**src/rtl/icache_ctrl.sv**
```systemverilog
// icache_ctrl: lookup/refill/flush sequencer for a direct-mapped instruction cache
module icache_ctrl #(
  parameter  int WDSZ    = 32,
  parameter  int LADDRSZ = 10,
  parameter  int WADDRSZ = 4,
  localparam int TAGSZ   = WDSZ - LADDRSZ - WADDRSZ - 2
) (
  input  logic                       clock,
  input  logic                       reset_n,
  input  logic                       req_valid,
  output logic                       req_ready,
  input  logic [WDSZ-1:0]            req_addr,
  output logic                       resp_valid,
  output logic [WDSZ-1:0]            resp_data,
  input  logic                       flush,
  output logic                       flush_done,
  output logic                       tag_en,
  output logic                       tag_we,
  output logic [LADDRSZ-1:0]         tag_idx,
  output logic [TAGSZ-1:0]           tag_wdata,
  output logic                       tag_wvalid,
  input  logic [TAGSZ-1:0]           tag_rdata,
  input  logic                       tag_rvalid,
  output logic                       data_en,
  output logic                       data_we,
  output logic [LADDRSZ+WADDRSZ-1:0] data_idx,
  output logic [WDSZ-1:0]            data_wdata,
  input  logic [WDSZ-1:0]            data_rdata,
  output logic                       mem_req_valid,
  input  logic                       mem_req_ready,
  output logic [WDSZ-1:0]            mem_req_addr,
  input  logic                       mem_resp_valid,
  input  logic [WDSZ-1:0]            mem_resp_data
);
  typedef enum logic [2:0] {S_FLUSH, S_IDLE, S_LOOKUP, S_MISS_REQ, S_REFILL, S_RESP} state_t;
  state_t state, state_n;
  logic [LADDRSZ-1:0] cnt, line_q;
  logic [WADDRSZ-1:0] beat, word_q;
  logic [TAGSZ-1:0]   tag_q;
  logic [WDSZ-1:0]    rbuf;
  logic               pend;
  logic               unused_ok;
  // the byte offset inside a word never matters for instruction fetch
  assign unused_ok = ^req_addr[1:0];
  // state register; reset restarts with an invalidate sweep
  always_ff @(posedge clock or negedge reset_n)
    if (!reset_n) state <= S_FLUSH;
    else state <= state_n;
  // sweep/beat counters, pending flush, latched request and captured word
  always_ff @(posedge clock or negedge reset_n)
    if (!reset_n) begin
      cnt    <= '0;
      beat   <= '0;
      pend   <= 1'b0;
      tag_q  <= '0;
      line_q <= '0;
      word_q <= '0;
      rbuf   <= '0;
    end else begin
      cnt  <= (state == S_FLUSH) ? cnt + LADDRSZ'(1) : '0;
      beat <= (state == S_REFILL) ? beat + WADDRSZ'(mem_resp_valid) : '0;
      pend <= (state != S_IDLE) && (state != S_FLUSH) && (pend || flush);
      if (req_valid && req_ready) {tag_q, line_q, word_q} <= req_addr[WDSZ-1:2];
      if (state == S_REFILL && mem_resp_valid && beat == word_q) rbuf <= mem_resp_data;
    end
  // next state and array/memory/frontend strobes; everything held at 0 during reset
  always_comb begin
    state_n       = state;
    req_ready     = 1'b0;
    resp_valid    = 1'b0;
    resp_data     = '0;
    flush_done    = 1'b0;
    tag_en        = 1'b0;
    tag_we        = 1'b0;
    tag_idx       = '0;
    tag_wdata     = '0;
    tag_wvalid    = 1'b0;
    data_en       = 1'b0;
    data_we       = 1'b0;
    data_idx      = '0;
    data_wdata    = '0;
    mem_req_valid = 1'b0;
    mem_req_addr  = '0;
    if (reset_n)
      case (state)
        S_FLUSH: begin
          tag_en  = 1'b1;
          tag_we  = 1'b1;
          tag_idx = cnt;
          if (&cnt) begin
            flush_done = 1'b1;
            state_n    = S_IDLE;
          end
        end
        S_IDLE: begin
          req_ready = !pend && !flush;
          if (pend || flush) state_n = S_FLUSH;
          else if (req_valid) begin
            tag_en   = 1'b1;
            data_en  = 1'b1;
            tag_idx  = req_addr[LADDRSZ+WADDRSZ+1:WADDRSZ+2];
            data_idx = req_addr[LADDRSZ+WADDRSZ+1:2];
            state_n  = S_LOOKUP;
          end
        end
        S_LOOKUP: begin
          resp_valid = tag_rvalid && tag_rdata == tag_q;
          resp_data  = resp_valid ? data_rdata : '0;
          state_n    = resp_valid ? S_IDLE : S_MISS_REQ;
        end
        S_MISS_REQ: begin
          mem_req_valid = 1'b1;
          mem_req_addr  = {tag_q, line_q, (WADDRSZ+2)'(0)};
          state_n       = mem_req_ready ? S_REFILL : S_MISS_REQ;
        end
        S_REFILL:
          if (mem_resp_valid) begin
            data_en    = 1'b1;
            data_we    = 1'b1;
            data_idx   = {line_q, beat};
            data_wdata = mem_resp_data;
            if (&beat) begin
              tag_en     = 1'b1;
              tag_we     = 1'b1;
              tag_idx    = line_q;
              tag_wdata  = tag_q;
              tag_wvalid = 1'b1;
              state_n    = S_RESP;
            end
          end
        S_RESP: begin
          resp_valid = 1'b1;
          resp_data  = rbuf;
          state_n    = S_IDLE;
        end
        default: state_n = S_FLUSH;
      endcase
  end
endmodule

```
**config.mk**
```make
export PLATFORM = sky130hd
export DESIGN_NAME = icache_ctrl
export DESIGN_NICKNAME = d
export VERILOG_FILES = /design/src/rtl/icache_ctrl.sv
export SDC_FILE = /design/constraint.sdc
export NUM_CORES = 1
export LEC_CHECK = 0
export CAP_MARGIN = 0
export CORE_AREA = 2 2 74 146
export CTS_CLUSTER_DIAMETER = 50
export DETAILED_ROUTE_END_ITERATION = 8
export DIE_AREA = 0 0 76 148
export DONT_BUFFER_PORTS = 1
export GPL_TIMING_DRIVEN = 0
export PLACE_DENSITY_LB_ADDON = 0.15
export SLEW_MARGIN = 15
export SYNTH_ARGS = -nofsm -noshare
export SYNTH_HDL_FRONTEND = slang
export SYNTH_SLANG_ARGS = --single-unit
```
**constraint.sdc**
```tcl
create_clock -name clock -period 2.35 [get_ports clock]
set_clock_uncertainty 0.05 [all_clocks]
set_input_delay 0.47 -clock clock [delete_from_list [all_inputs] [get_ports clock]]
set_output_delay 0.47 -clock clock [all_outputs]
set_load 0.005 [all_outputs]
```
* Word-level counts from Yosys, hierarchy flattened
Cells that the tools add are included.
Storage, ports and cells: register bits after elaboration 80, input bits 119, logic and storage cells 94, output and inout bits 145
Operators by class: multiplexer cells 57, eq/ne operators 12, add/subtract/negate cells 2, reductions and logical operators 15
Operators by type and width (count):
- $mux 32 | 7
- $mux 16 | 4
- $pmux 32 s2 | 1
- $mux 10 | 6
- $mux 14 | 4
- $pmux 10 s3 | 1
- $pmux 14 s2 | 1
- $mux 1 | 20
- $mux 3 | 6
- $pmux 3 s6 | 1
- $eq 16x16->1 | 1
- $add 10x1->10 const B | 1
- $reduce_and 10->1 | 1
- $logic_and 1x1->1 | 7
- $eq 3x2->1 const B | 2
- $eq 3x3->1 const B | 2
- $pmux 1 s2 | 3
- $reduce_and 5->1 | 1
- $add 4x1->4 | 1
- $eq 4x4->1 | 1
- $mux 4 | 1
- $ne 2x1->1 const B | 2
- $reduce_and 4->1 | 1
- $eq 3x1->1 const B | 1
- 9 further kinds | 10

* Logic depth before layout (Yosys ltp)
depth after elaboration 5, mapped depth 8, gate-level depth less buffers 6

* Worst setup path after synthesis
No wires, ideal clock.
kind input-to-output, from input port tag_rdata[0], to output port resp_data[10], stages 6, data arrival time 1629 ps, path buffers 1, slack 201 ps, data required time 1830 ps, path through xor2_1 > nor4_1 > nand3_1 > nor3_4 > buf_6 > a22o_1
On the way: word-level cells in the longest chain between the ends 5
Ends and longest elaborated chain:
- from (decl) | line 22 | input logic [TAGSZ-1:0] tag_rdata,
- $eq 16x16->1 | line 107 | resp_valid = tag_rvalid && tag_rdata == tag_q;
- $logic_and 1x1->1 | line 107
- $mux 32 | line 108 | resp_data = resp_valid ? data_rdata : '0;
- $pmux 32 s2 | line 85 | case (state)
- $mux 32 | line 84 | if (reset_n)
- to (decl) | line 14 | output logic [WDSZ-1:0] resp_data,
Every way passes these cells.

* Worst setup path after layout
from register tag_q[9], to output port resp_data[19]
On the way: word-level cells in the longest chain between the ends 5
Ends and longest elaborated chain:
- from (decl) | line 39 | logic [TAGSZ-1:0] tag_q;
- from (signal assigned) | line 63 | if (req_valid && req_ready) {tag_q, line_q, word_q} <= req_addr[WDSZ-1:2];
- $eq 16x16->1 | line 107
- $logic_and 1x1->1 | line 107
- $mux 32 | line 108
- $pmux 32 s2 | line 85
- $mux 32 | line 84
Every way passes these cells.

==> flow_summary.toml <==
[synthesis]
synth-seq-area-share = 0.406
post_synth_num_cell_types = 40
synth-simple-area-share = 0.194
synth.area.top_cells = "sky130_fd_sc_hd__dfrtp_1 (41%), sky130_fd_sc_hd__mux2_4 (8.8%), sky130_fd_sc_hd__mux2_2 (7.3%), sky130_fd_sc_hd__and2_1 (6.0%), sky130_fd_sc_hd__a22o_1 (5.9%)"
number_of_flops_mapped_to_enable_cells_by_yosys = 0
synth_adder_area_share = 0.00761
yosys-top-cells-count = "sky130_fd_sc_hd__dfrtp_1 (80), sky130_fd_sc_hd__and2_1 (47), sky130_fd_sc_hd__nor2_1 (43)"
count_of_warnings_emitted_by_yosys = 0
syn_inst = 459
share_of_the_synthesized_area_in_the_top_cell_type = 0.406
synth_async_sr_flop_share = 1.00
largest_family_of_logic_cells_by_synthesized_area = "simple AND/OR/NAND/NOR gates"
leading_register_cell_type_out_of_synthesis = "sky130_fd_sc_hd__dfrtp_1"
compound_gate_fraction_of_synth_area = 0.117
yosys.cell_count.top_type = "sky130_fd_sc_hd__dfrtp_1"
synth_mux_area_frac = 0.164
postSynthAreaPerCell_um2 = 10.8
synth-seq-cells = 80
synth.cell_area_mm2 = 0.00493
yosys.area_share.xor_xnor = 0.0532
yosysTopAreaCell = "sky130_fd_sc_hd__dfrtp_1"

[grt]
vias_in_the_first_global_route = 4269
first_pass_grt_wire_length_mm = 23.6
number_of_antenna_violations_at_the_first_check_in_global_routing = 0
grt_start_max_net_pins = 86
grt_overflow = 0
grt.total_usage = 0.271

[clock_tree]
cts-root-buf = "sky130_fd_sc_hd__clkbuf_16"
cts_inserted_buffers = 9
tritoncts = "yes"
worst_skew_pair.late_latency_ns = 0.34
cts_sinks = 80
cts.path.max_buffers = 2
clkSlewWorstSetupHoldPaths_ns = 0.06
cts.htree.levels = 3

[place]
port-buffer-count = 0
postPlaceCellArea_mm2 = 0.00512
place.detailed.hpwl_mm = 11.0
gpl.final_weighted_congestion = 0.834
placed_cells_incl_taps = 599

[floorplanning]
fp.dieArea_mm2 = 0.0112
rows = 52
die_width_um = 76
floorplan.die.height_um = 148
placeableCoreArea_mm2 = 0.0101
ios = 264
initial_utilization = 0.489

[sta]
pins_over_their_slew_limit = 0
hold_viol = 80
period_share = 1.15
hold_ws_ns = -0.228
unrepaired_setup_endpoints_after_global_routing = "true"
timing.final.crit_period_ns = 2.69
final.setup.worst_slack_ns = -0.344
tightestPinTransition_ns = 0.551
finalSetupViolCount = 56
timing.slew.headroom = 0.632
fmaxAchievable_mhz = 371

[finish]
areaGrowthSynthToFinish_pct = 26.3
fin_area_mm2 = 0.00623
drive_above_1_share = 0.411
final_core_utilization = 0.618
final_net_count = 635
layoutNonFillerInstCount = 653
insertedDiodeCount = 0

[route]
highest_routing_layer_actually_used = "met4"
wl_met2_mm = 8.99
ant_nets = 0
drt-pass1-iter-count = 4
drcViolationCount = 0
met1Wirelength_mm = 5.20
route.vias.total = 4037
routed_via_density = 6.18
routed-wl-met3_mm = 1.02
wire_per_inst_um = 24.1
route.final.wire_length_mm = 15.8
detail_route.iter0.violations = 185

[setup_path]
cp_data_arrival_time_ns = 2.17
critical_path.startpoint_type = "register"
timing.critical_path.to_type = "output pin"
path_class = "reg2out"
path_max_fanout = 7
timing.rr.start = "state[1]$_DFFE_PN0P_"
timing.critical_path.from = "tag_q[9]$_DFFE_PN0P_"
crit_required_ns = 1.83

[pwr]
pwr-share-comb = 0.342
p_switching_w = 0.00190
peakVddDrop_uv = 521
power.internal_w = 0.00403
report.power.total_w = 0.00593
p_per_area_mw_per_mm2 = 952
sw_frac_of_total = 0.321
sequential_cell_fraction_of_total_power = 0.404
cellLeakagePower_nw = 2.94
clockPowerShare = 0.254

[hold_path]
min_path_type = "in2async"

[outcome]
outcome = "finished with violations"
failed_checks = "negative hold slack, negative setup slack"

[run]
cap_viol_max_count = 0
state kept, by name (all words and copies together) (netlist names):
name and flops:
cnt 10, beat 4, state 3, word_q 4, pend 1, rbuf 32, line_q 10, tag_q 16
path summary, 6_finish.rpt:
kind	endpoint	slack (ns)	depth (start not counted)
worst max-delay path	resp_data[19]	-0.34	8
min in group clock	tag_q[4]$_DFFE_PN0P_	0.23	1
worst min-delay path	rbuf[7]$_DFFE_PN0P_	-0.23	0
max in group asynchronous	state[2]$_DFFE_PN0P_	2.32	0
worst min register to register	cnt[0]$_DFF_PN0_	0.44	1
worst max register to register	tag_q[15]$_DFFE_PN0P_	0.08	11
cells by family after synthesis:
kind of cell / after synthesis
AND/OR/NAND/NOR: 170
flip-flops: 80
AO/OA/AOI/OAI: 68
multiplexers: 62
buffers and inverters: 45
XOR/XNOR: 30
adder cells (fa/ha/maj): 3
other: 1
worst max-delay path: stages (launching register included):
cell and delay (ns):
sky130_fd_sc_hd__dfrtp_2 0.44, sky130_fd_sc_hd__xor2_2 0.16, sky130_fd_sc_hd__nor4_2 0.30, sky130_fd_sc_hd__nand3_1 0.13
sky130_fd_sc_hd__buf_6 0.15, sky130_fd_sc_hd__nor3_4 0.18, sky130_fd_sc_hd__buf_12 0.16, sky130_fd_sc_hd__buf_8 0.12
sky130_fd_sc_hd__a22o_1 0.18
power by group through the flow:
stage	combinational, W	sequential [W]	clock [W]
after floorplan	0.00126	0.00224	0
after global placement	0.00146	0.00237	0
after detailed placement	0.00151	0.00238	0
after CTS	0.00193	0.00237	0.00154
after global routing	0.00218	0.00248	0.00160
final	0.00203	0.00240	0.00151
area by class of cell:
type | count | area, um^2
buffer | 37 | 333
clock buffer | 9 | 225
clock inverter | 7 | 96.3
fill | 842 | 3850
inverter | 3 | 11.3
multi-input combinational | 339 | 2940
sequential | 80 | 2010
tap | 135 | 169
timing repair buffer | 43 | 457
cell usage in the layout, fill, tap and decap left out, drive strengths merged, types with 10 or more instances in the layout:
cell type and instances:
a22o 33, a222oi 10, nor2 45, buf 66
dfrtp 80, and2 47, and3 40, xor2 24
mux2 62, clkbuf 23, a22oi 14, nand3 14
nor3 10
timing repair:
action / in CTS / in global routing
hold endpoints to repair: 80 / 80
resized for setup: 88 / 37
pin swaps: 33 / 50
cloned: 3 / 2
endpoints found under the setup margin: 137 / 125
setup buffers: 28 / 12
through the flow:
stage          setup WS [ns]  hold slack [ns]  setup TNS, ns
2_1_floorplan          0.201            0.124              0
3_3_place_gp          -0.280            0.127         -13.71
3_5_place_dp          -0.300            0.127         -16.10
4_1_cts               -0.359           -0.240         -11.85
5_1_grt               -0.414           -0.244         -16.25
6_report              -0.344           -0.228         -11.42
layer usage:
metal,up-vias,GRT usage
li1,1754,-
met1,2001,0.264
met2,241,0.516
met3,41,0.0604
met4,0,0.153
met5,-,0
Power figures use the tool's default switching activity.
